File: config.mk
export PLATFORM = sky130hd
export DESIGN_NAME = tl_ul_arbiter_2to1
export DESIGN_NICKNAME = d
export VERILOG_FILES = /design/src/rtl/tl_ul_arbiter_2to1.sv
export SDC_FILE = /design/constraint.sdc
export NUM_CORES = 1
export LEC_CHECK = 0
export ABC_CLOCK_PERIOD_IN_PS = 2100
export CORE_AREA = 2 2 161 163
export DETAILED_ROUTE_END_ITERATION = 10
export DIE_AREA = 0 0 163 165
export GPL_TIMING_DRIVEN = 0
export SLEW_MARGIN = 25
export SYNTH_ARGS = -nofsm -noshare
export SYNTH_HDL_FRONTEND = slang
export SYNTH_SLANG_ARGS = --single-unit
export TNS_END_PERCENT = 20
File: constraint.sdc
create_clock -name clk_i -period 2.1 [get_ports clk_i]
set_input_delay 0.315 -clock clk_i [delete_from_list [all_inputs] [get_ports clk_i]]
set_output_delay 0.315 -clock clk_i [all_outputs]
set_load 0.01 [all_outputs]
File: src/rtl/tl_ul_arbiter_2to1.sv
`default_nettype none
// +--------------------------------------------------------------------------+
// | tl_ul_arbiter_2to1: two TL-UL hosts sharing one TL-UL device, with       |
// | in-order response routing. Optional: TL_ARB_FIXED_PRIORITY_EN (host 0    |
// | always wins contention). Revision: 1.0                                   |
// +--------------------------------------------------------------------------+

package tl_ul_arbiter_2to1_pkg;

  localparam logic [2:0] c_OP_PUT_FULL = 3'd0;
  localparam logic [2:0] c_OP_GET      = 3'd4;
  localparam logic [2:0] c_OP_ACK      = 3'd0;
  localparam logic [2:0] c_OP_ACK_DATA = 3'd1;

  typedef struct packed {
    logic        a_valid;
    logic [2:0]  a_opcode;
    logic [2:0]  a_param;
    logic [1:0]  a_size;
    logic [7:0]  a_source;
    logic [31:0] a_address;
    logic [3:0]  a_mask;
    logic [31:0] a_data;
    logic        d_ready;
  } tl_m2s_t;

  typedef struct packed {
    logic        d_valid;
    logic [2:0]  d_opcode;
    logic [2:0]  d_param;
    logic [1:0]  d_size;
    logic [7:0]  d_source;
    logic        d_sink;
    logic [31:0] d_data;
    logic        d_error;
    logic        a_ready;
  } tl_s2m_t;

endpackage

module tl_ul_arbiter_2to1
  import tl_ul_arbiter_2to1_pkg::*;
#(
  parameter int unsigned Depth = 4
) (
  input  logic                   clk_i,
  input  logic                   rst_ni,
  input  tl_m2s_t                tl_h0_i,
  output tl_s2m_t                tl_h0_o,
  input  tl_m2s_t                tl_h1_i,
  output tl_s2m_t                tl_h1_o,
  output tl_m2s_t                tl_d_o,
  input  tl_s2m_t                tl_d_i,
  output logic [$clog2(Depth):0] outstanding_o,
  output logic                   route_err_o
);

  localparam int unsigned       c_PTR_W = $clog2(Depth);
  localparam logic [c_PTR_W:0]  c_DEPTH = (c_PTR_W + 1)'(Depth);

  generate
    if ((Depth < 2) || (Depth > 16) || ((Depth & (Depth - 1)) != 0)) begin : g_bad_depth
      $error("tl_ul_arbiter_2to1: Depth must be a power of two in 2..16");
    end
  endgenerate

  logic [c_PTR_W-1:0] wr_ptr_q, wr_ptr_d;
  logic [c_PTR_W-1:0] rd_ptr_q, rd_ptr_d;
  logic [c_PTR_W:0]   count_q, count_d;
  logic [Depth-1:0]   id_mem_q, id_mem_d;
  logic               lock_q, lock_d;
  logic               lock_id_q, lock_id_d;

  logic w_full, w_empty, w_gnt, w_win_valid, w_head_id;
  logic w_a_fire, w_d_fire;

  assign w_full    = (count_q == c_DEPTH);
  assign w_empty   = (count_q == '0);
  assign w_head_id = id_mem_q[rd_ptr_q];

`ifdef TL_ARB_FIXED_PRIORITY_EN
  always_comb begin
    w_gnt = 1'b0;
    if (lock_q) begin
      w_gnt = lock_id_q;
    end else if (!tl_h0_i.a_valid) begin
      w_gnt = tl_h1_i.a_valid;
    end
  end
`else
  logic rr_q, rr_d;

  // rr_q names the host that wins when both request.
  always_comb begin
    w_gnt = 1'b0;
    if (lock_q) begin
      w_gnt = lock_id_q;
    end else if (tl_h0_i.a_valid && tl_h1_i.a_valid) begin
      w_gnt = rr_q;
    end else begin
      w_gnt = tl_h1_i.a_valid;
    end
  end

  always_comb begin
    rr_d = rr_q;
    if (w_a_fire) begin
      rr_d = ~w_gnt;
    end
  end

  always_ff @(posedge clk_i or negedge rst_ni) begin
    if (!rst_ni) begin
      rr_q <= 1'b0;
    end else begin
      rr_q <= rr_d;
    end
  end
`endif

  assign w_win_valid = w_gnt ? tl_h1_i.a_valid : tl_h0_i.a_valid;

  // Outputs are gated by rst_ni so nothing handshakes while reset is held.
  always_comb begin
    tl_d_o         = w_gnt ? tl_h1_i : tl_h0_i;
    tl_d_o.a_valid = rst_ni & w_win_valid & ~w_full;
    tl_d_o.d_ready = rst_ni & ~w_empty & (w_head_id ? tl_h1_i.d_ready : tl_h0_i.d_ready);
  end

  always_comb begin
    tl_h0_o         = tl_d_i;
    tl_h0_o.a_ready = rst_ni & ~w_full & tl_d_i.a_ready & ~w_gnt;
    tl_h0_o.d_valid = rst_ni & ~w_empty & tl_d_i.d_valid & ~w_head_id;
    tl_h1_o         = tl_d_i;
    tl_h1_o.a_ready = rst_ni & ~w_full & tl_d_i.a_ready & w_gnt;
    tl_h1_o.d_valid = rst_ni & ~w_empty & tl_d_i.d_valid & w_head_id;
  end

  assign route_err_o   = rst_ni & tl_d_i.d_valid & w_empty;
  assign outstanding_o = count_q;

  assign w_a_fire = tl_d_o.a_valid & tl_d_i.a_ready;
  assign w_d_fire = tl_d_i.d_valid & tl_d_o.d_ready;

  always_comb begin
    id_mem_d = id_mem_q;
    wr_ptr_d = wr_ptr_q;
    rd_ptr_d = rd_ptr_q;
    count_d  = count_q;
    if (w_a_fire) begin
      id_mem_d[wr_ptr_q] = w_gnt;
      wr_ptr_d           = wr_ptr_q + 1'b1;
    end
    if (w_d_fire) begin
      rd_ptr_d = rd_ptr_q + 1'b1;
    end
    case ({w_a_fire, w_d_fire})
      2'b10:   count_d = count_q + 1'b1;
      2'b01:   count_d = count_q - 1'b1;
      default: count_d = count_q;
    endcase
  end

  // The grant stays with a host from the first unaccepted presentation until
  // its handshake, including cycles where a full FIFO masks a_valid.
  always_comb begin
    lock_id_d = w_gnt;
    lock_d    = w_win_valid & ~w_a_fire & (lock_q | tl_d_o.a_valid);
  end

  always_ff @(posedge clk_i or negedge rst_ni) begin
    if (!rst_ni) begin
      id_mem_q  <= '0;
      wr_ptr_q  <= '0;
      rd_ptr_q  <= '0;
      count_q   <= '0;
      lock_q    <= 1'b0;
      lock_id_q <= 1'b0;
    end else begin
      id_mem_q  <= id_mem_d;
      wr_ptr_q  <= wr_ptr_d;
      rd_ptr_q  <= rd_ptr_d;
      count_q   <= count_d;
      lock_q    <= lock_d;
      lock_id_q <= lock_id_d;
    end
  end

endmodule

`default_nettype wire

==> run_results.csv <==
group,metric,value,unit
status,status,"complete, but fails checks",
status,failed_checks,"negative setup slack",
timing,setup_violations,54,
routing,dr.pass1.iters,6,
critical_path,worstSetupPathType,"register to primary output",
placement,place.port_buffers,369,
logic_synthesis,synthArstFlopShare,1.00,
routing,drc,0,
routing,highest_layer,"met4",
clocking,clk_pin_slew,0.05,ns
die,core,25000,sq um
critical_path,crit_required,1.78,ns
critical_path,critPathLaunchType,"register",
min_path,hold_path_class,"primary input to async pin",
timing,setup_ws,-0.149,ns
die,die_w,163,microns
clocking,ctsHoldBuffers,0,
power_and_ir_drop,p_leak,0.00331,uW
routing,wl_per_cell,14.6,microns
logic_synthesis,synth-compound-area-share,0.0258,
critical_path,max_stage_delay,0.41,ns
job,cap_viol_max_count,0,
finish,drive_gt1_frac,0.442,
placement,gp_congestion,0.749,
critical_path,arrival,1.93,ns
critical_path,worstPathCellList,"nand3b_1 -> nand2_4 -> buf_12 -> buf_8 -> mux2_4 -> dlygate4sd2_1",
die,die_h,165,microns
clocking,cts-root-buf,"clkbuf_16",
routing,dr_wl_met2,7.79,mm
logic_synthesis,yosysSeqAreaShare,0.129,
logic_synthesis,synth_xor_area_frac,0.0161,
global_routing,overflow,0,
logic_synthesis,synth.avg_cell_area,9.88,sq um
timing,period_needed,2.25,ns
routing,met1Wirelength,5.77,mm
logic_synthesis,synth_cell_types,30,
finish,nets,918,
logic_synthesis,synth_area,2720,sq um
clocking,tritoncts,"yes",
logic_synthesis,synth_top_family_by_area,"multiplexers",
logic_synthesis,synth_top_flop_cell,"dfrtp_1",
timing,relSlewSlack,0.687,
finish,multi_input_area,1660,sq um
die,die-area,26900,sq um
critical_path,cp_max_fo,10,
timing,finClkSkew,0.00458,ns
logic_synthesis,synth_seq_cells,14,
routing,wl,14.8,mm
timing,slew_violations,0,
finish,ff_latch_area,352,sq um
timing,rsz0062_at_grt,"yes",
die,io-pin-count,420,
finish,fillers,2665,
routing,ant_nets,0,
global_routing,antenna_found_initial,0,
placement,dpl.hpwl,12.5,mm
timing,hold-worst-slack,0.120,ns
clocking,h-tree-depth,1,
logic_synthesis,syn_inst,275,
logic_synthesis,synth_edf_count,0,
clocking,cts.sinks,14,
die,rows,58,
logic_synthesis,post-synth-top-area-fraction,0.331,
finish,syn_to_final_growth,171,%
global_routing,grt_pass1_vias,3191,
routing,route.met3.wl,1.14,mm
routing,vias,3398,
logic_synthesis,synth_common_cells,"101 x buf_4, 80 x mux2_1, 14 x dfrtp_1",
critical_path,endpoint_kind,"primary output",
logic_synthesis,synth.largest_area_cell,"mux2_1",
clocking,cts_buffer_depth,2,
clocking,clk_latency,0.24,ns
logic_synthesis,yosysMostFrequentCell,"buf_4",
routing,drt_iter0_markers,53,
timing,tightest_slew,0.470,ns
logic_synthesis,ys_top_cells_by_area,"mux2_1 33%, buf_4 28%, dfrtp_1 13%",
finish,antennaDiodeCount,0,
die,initial_core_util,0.109,
timing,fin_crit_sh,1.07,
critical_path,slowest_stage,"dfrtp_2",
power_and_ir_drop,powerDensity,693,nW/um^2
logic_synthesis,yosys.area_share.adder,0.0304,
power_and_ir_drop,power,5100,uW
logic_synthesis,synthMuxAreaShare,0.406,
power_and_ir_drop,ir_drop,0.670,mV
clocking,cts_buffers,3,
routing,viasPerCell,3.35,
global_routing,grt_pass1_wl,18.7,mm
logic_synthesis,yosysWarnings,0,
timing,fmax,445,MHz
logic_synthesis,synth.net_count,507,
timing,hold_viol_final,0,
logic_synthesis,yosys.area_share.simple,0.0672,
global_routing,grt_max_degree,21,
global_routing,grtUsageTotal,0.0898,
==> placed cells by master (no fill, tap or decap), types with 2 or more instances in the layout <==
master / Yosys / layout
dlymetal6s2s_1: 0 / 2
mux2_4: 8 / 46
buf_6: 8 / 39
nor3_2: 4 / 4
o31ai_1: 2 / 2
a21oi_1: 2 / 2
buf_2: 0 / 17
clkdlybuf4s50_1: 0 / 275
dfrtp_1: 14 / 13
buf_8: 0 / 4
buf_12: 0 / 7
mux2_2: 1 / 2
o21ai_0: 2 / 2
mux2i_1: 7 / 4
inv_1: 10 / 9
mux2_1: 80 / 41
dlygate4sd2_1: 0 / 6
ha_1: 5 / 4
clkbuf_16: 0 / 8
buf_4: 101 / 124
nand2_1: 4 / 4
nor2_1: 8 / 8
xnor2_1: 2 / 2
xor2_1: 3 / 3
nor3b_1: 2 / 2
mux2i_2: 0 / 3
clkbuf_2: 0 / 33
==> routing by layer <==
metal / GRT usage / vias to the layer above
met1: 0.105 / 1587
met3: 0.0173 / 8
li1: - / 1646
met4: 0.0105 / 0
met5: 0 / -
met2: 0.174 / 157
==> metrics by stage <==
step / worst slack, ns / area, sq um / TNS, ns / cells / util
floorplan: -0.0251 / 2720 / -0.0251 / 275 / -
global placement: -1.08 / 6830 / -53.84 / 974 / 0.273
detailed placement: -1.10 / 6830 / -57.17 / 974 / 0.273
CTS: -0.194 / 6970 / -7.97 / 990 / 0.279
global route: -0.307 / 7360 / -12.43 / 1014 / 0.294
finish: -0.149 / 7360 / -4.41 / 1014 / 0.294
==> worst paths after layout <==
path                             startpoint                to  slack (ns)  cells past startpoint
hold reg to reg            outstanding_o[2]  outstanding_o[2]        0.52                      1
setup reg to reg           outstanding_o[0]  outstanding_o[2]       -0.08                     10
setup / recovery                     lock_q        tl_d_o[68]       -0.15                      6
max in group asynchronous            rst_ni            lock_q        1.64                      1
hold / removal                       rst_ni         lock_id_q        0.12                      1
min in group clk_i         outstanding_o[2]  outstanding_o[2]        0.52                      1
==> flip-flops by register name, summed over array words and instances (netlist names) <==
signal / flops
rd_ptr_q: 2
outstanding_o: 3
rr_q: 1
id_mem_q: 4
lock_q: 1
lock_id_q: 1
wr_ptr_q: 2
==> kinds of logic (layout without fill, tap and decap cells) <==
group	count (synthesis)	in the layout
xor+xnor	5	5
compound gates	8	8
simple gates	27	27
buf+inv	119	528
flops	14	14
mux	96	96
fa+ha+maj	6	6
==> layout make-up <==
class,count,share of cell area
inverters,10,0.00510
repair buffers,406,0.531
clock buffers,3,0.0102
multi-input cells,142,0.226
well taps,330,0.0561
plain buffers,109,0.124
flip-flops and latches,14,0.0478
==> repair_timing <==
item / 4_1_cts / 5_1_grt
endpoints found under the setup margin: 98 / 90
resized for setup: 270 / 161
gates cloned: 1 / 5
buffers inserted: 12 / 19
pin swaps: 5 / 3
==> critical path: cells and delay by family (launching register included) <==
family | cells | cell delay, ns
buffers and inverters | 3 | 0.59
DFF | 1 | 0.41
muxes | 1 | 0.30
and+or+nand+nor | 2 | 0.40
==> power breakdown <==
group / switching, uW / total, uW / internal, uW / leakage [uW]
clock: 104 / 353 / 249 / 0.0000370
combinational: 1550 / 4220 / 2670 / 0.00311
sequential: 123 / 524 / 401 / 0.000170
(Power assumes the default switching activity.)
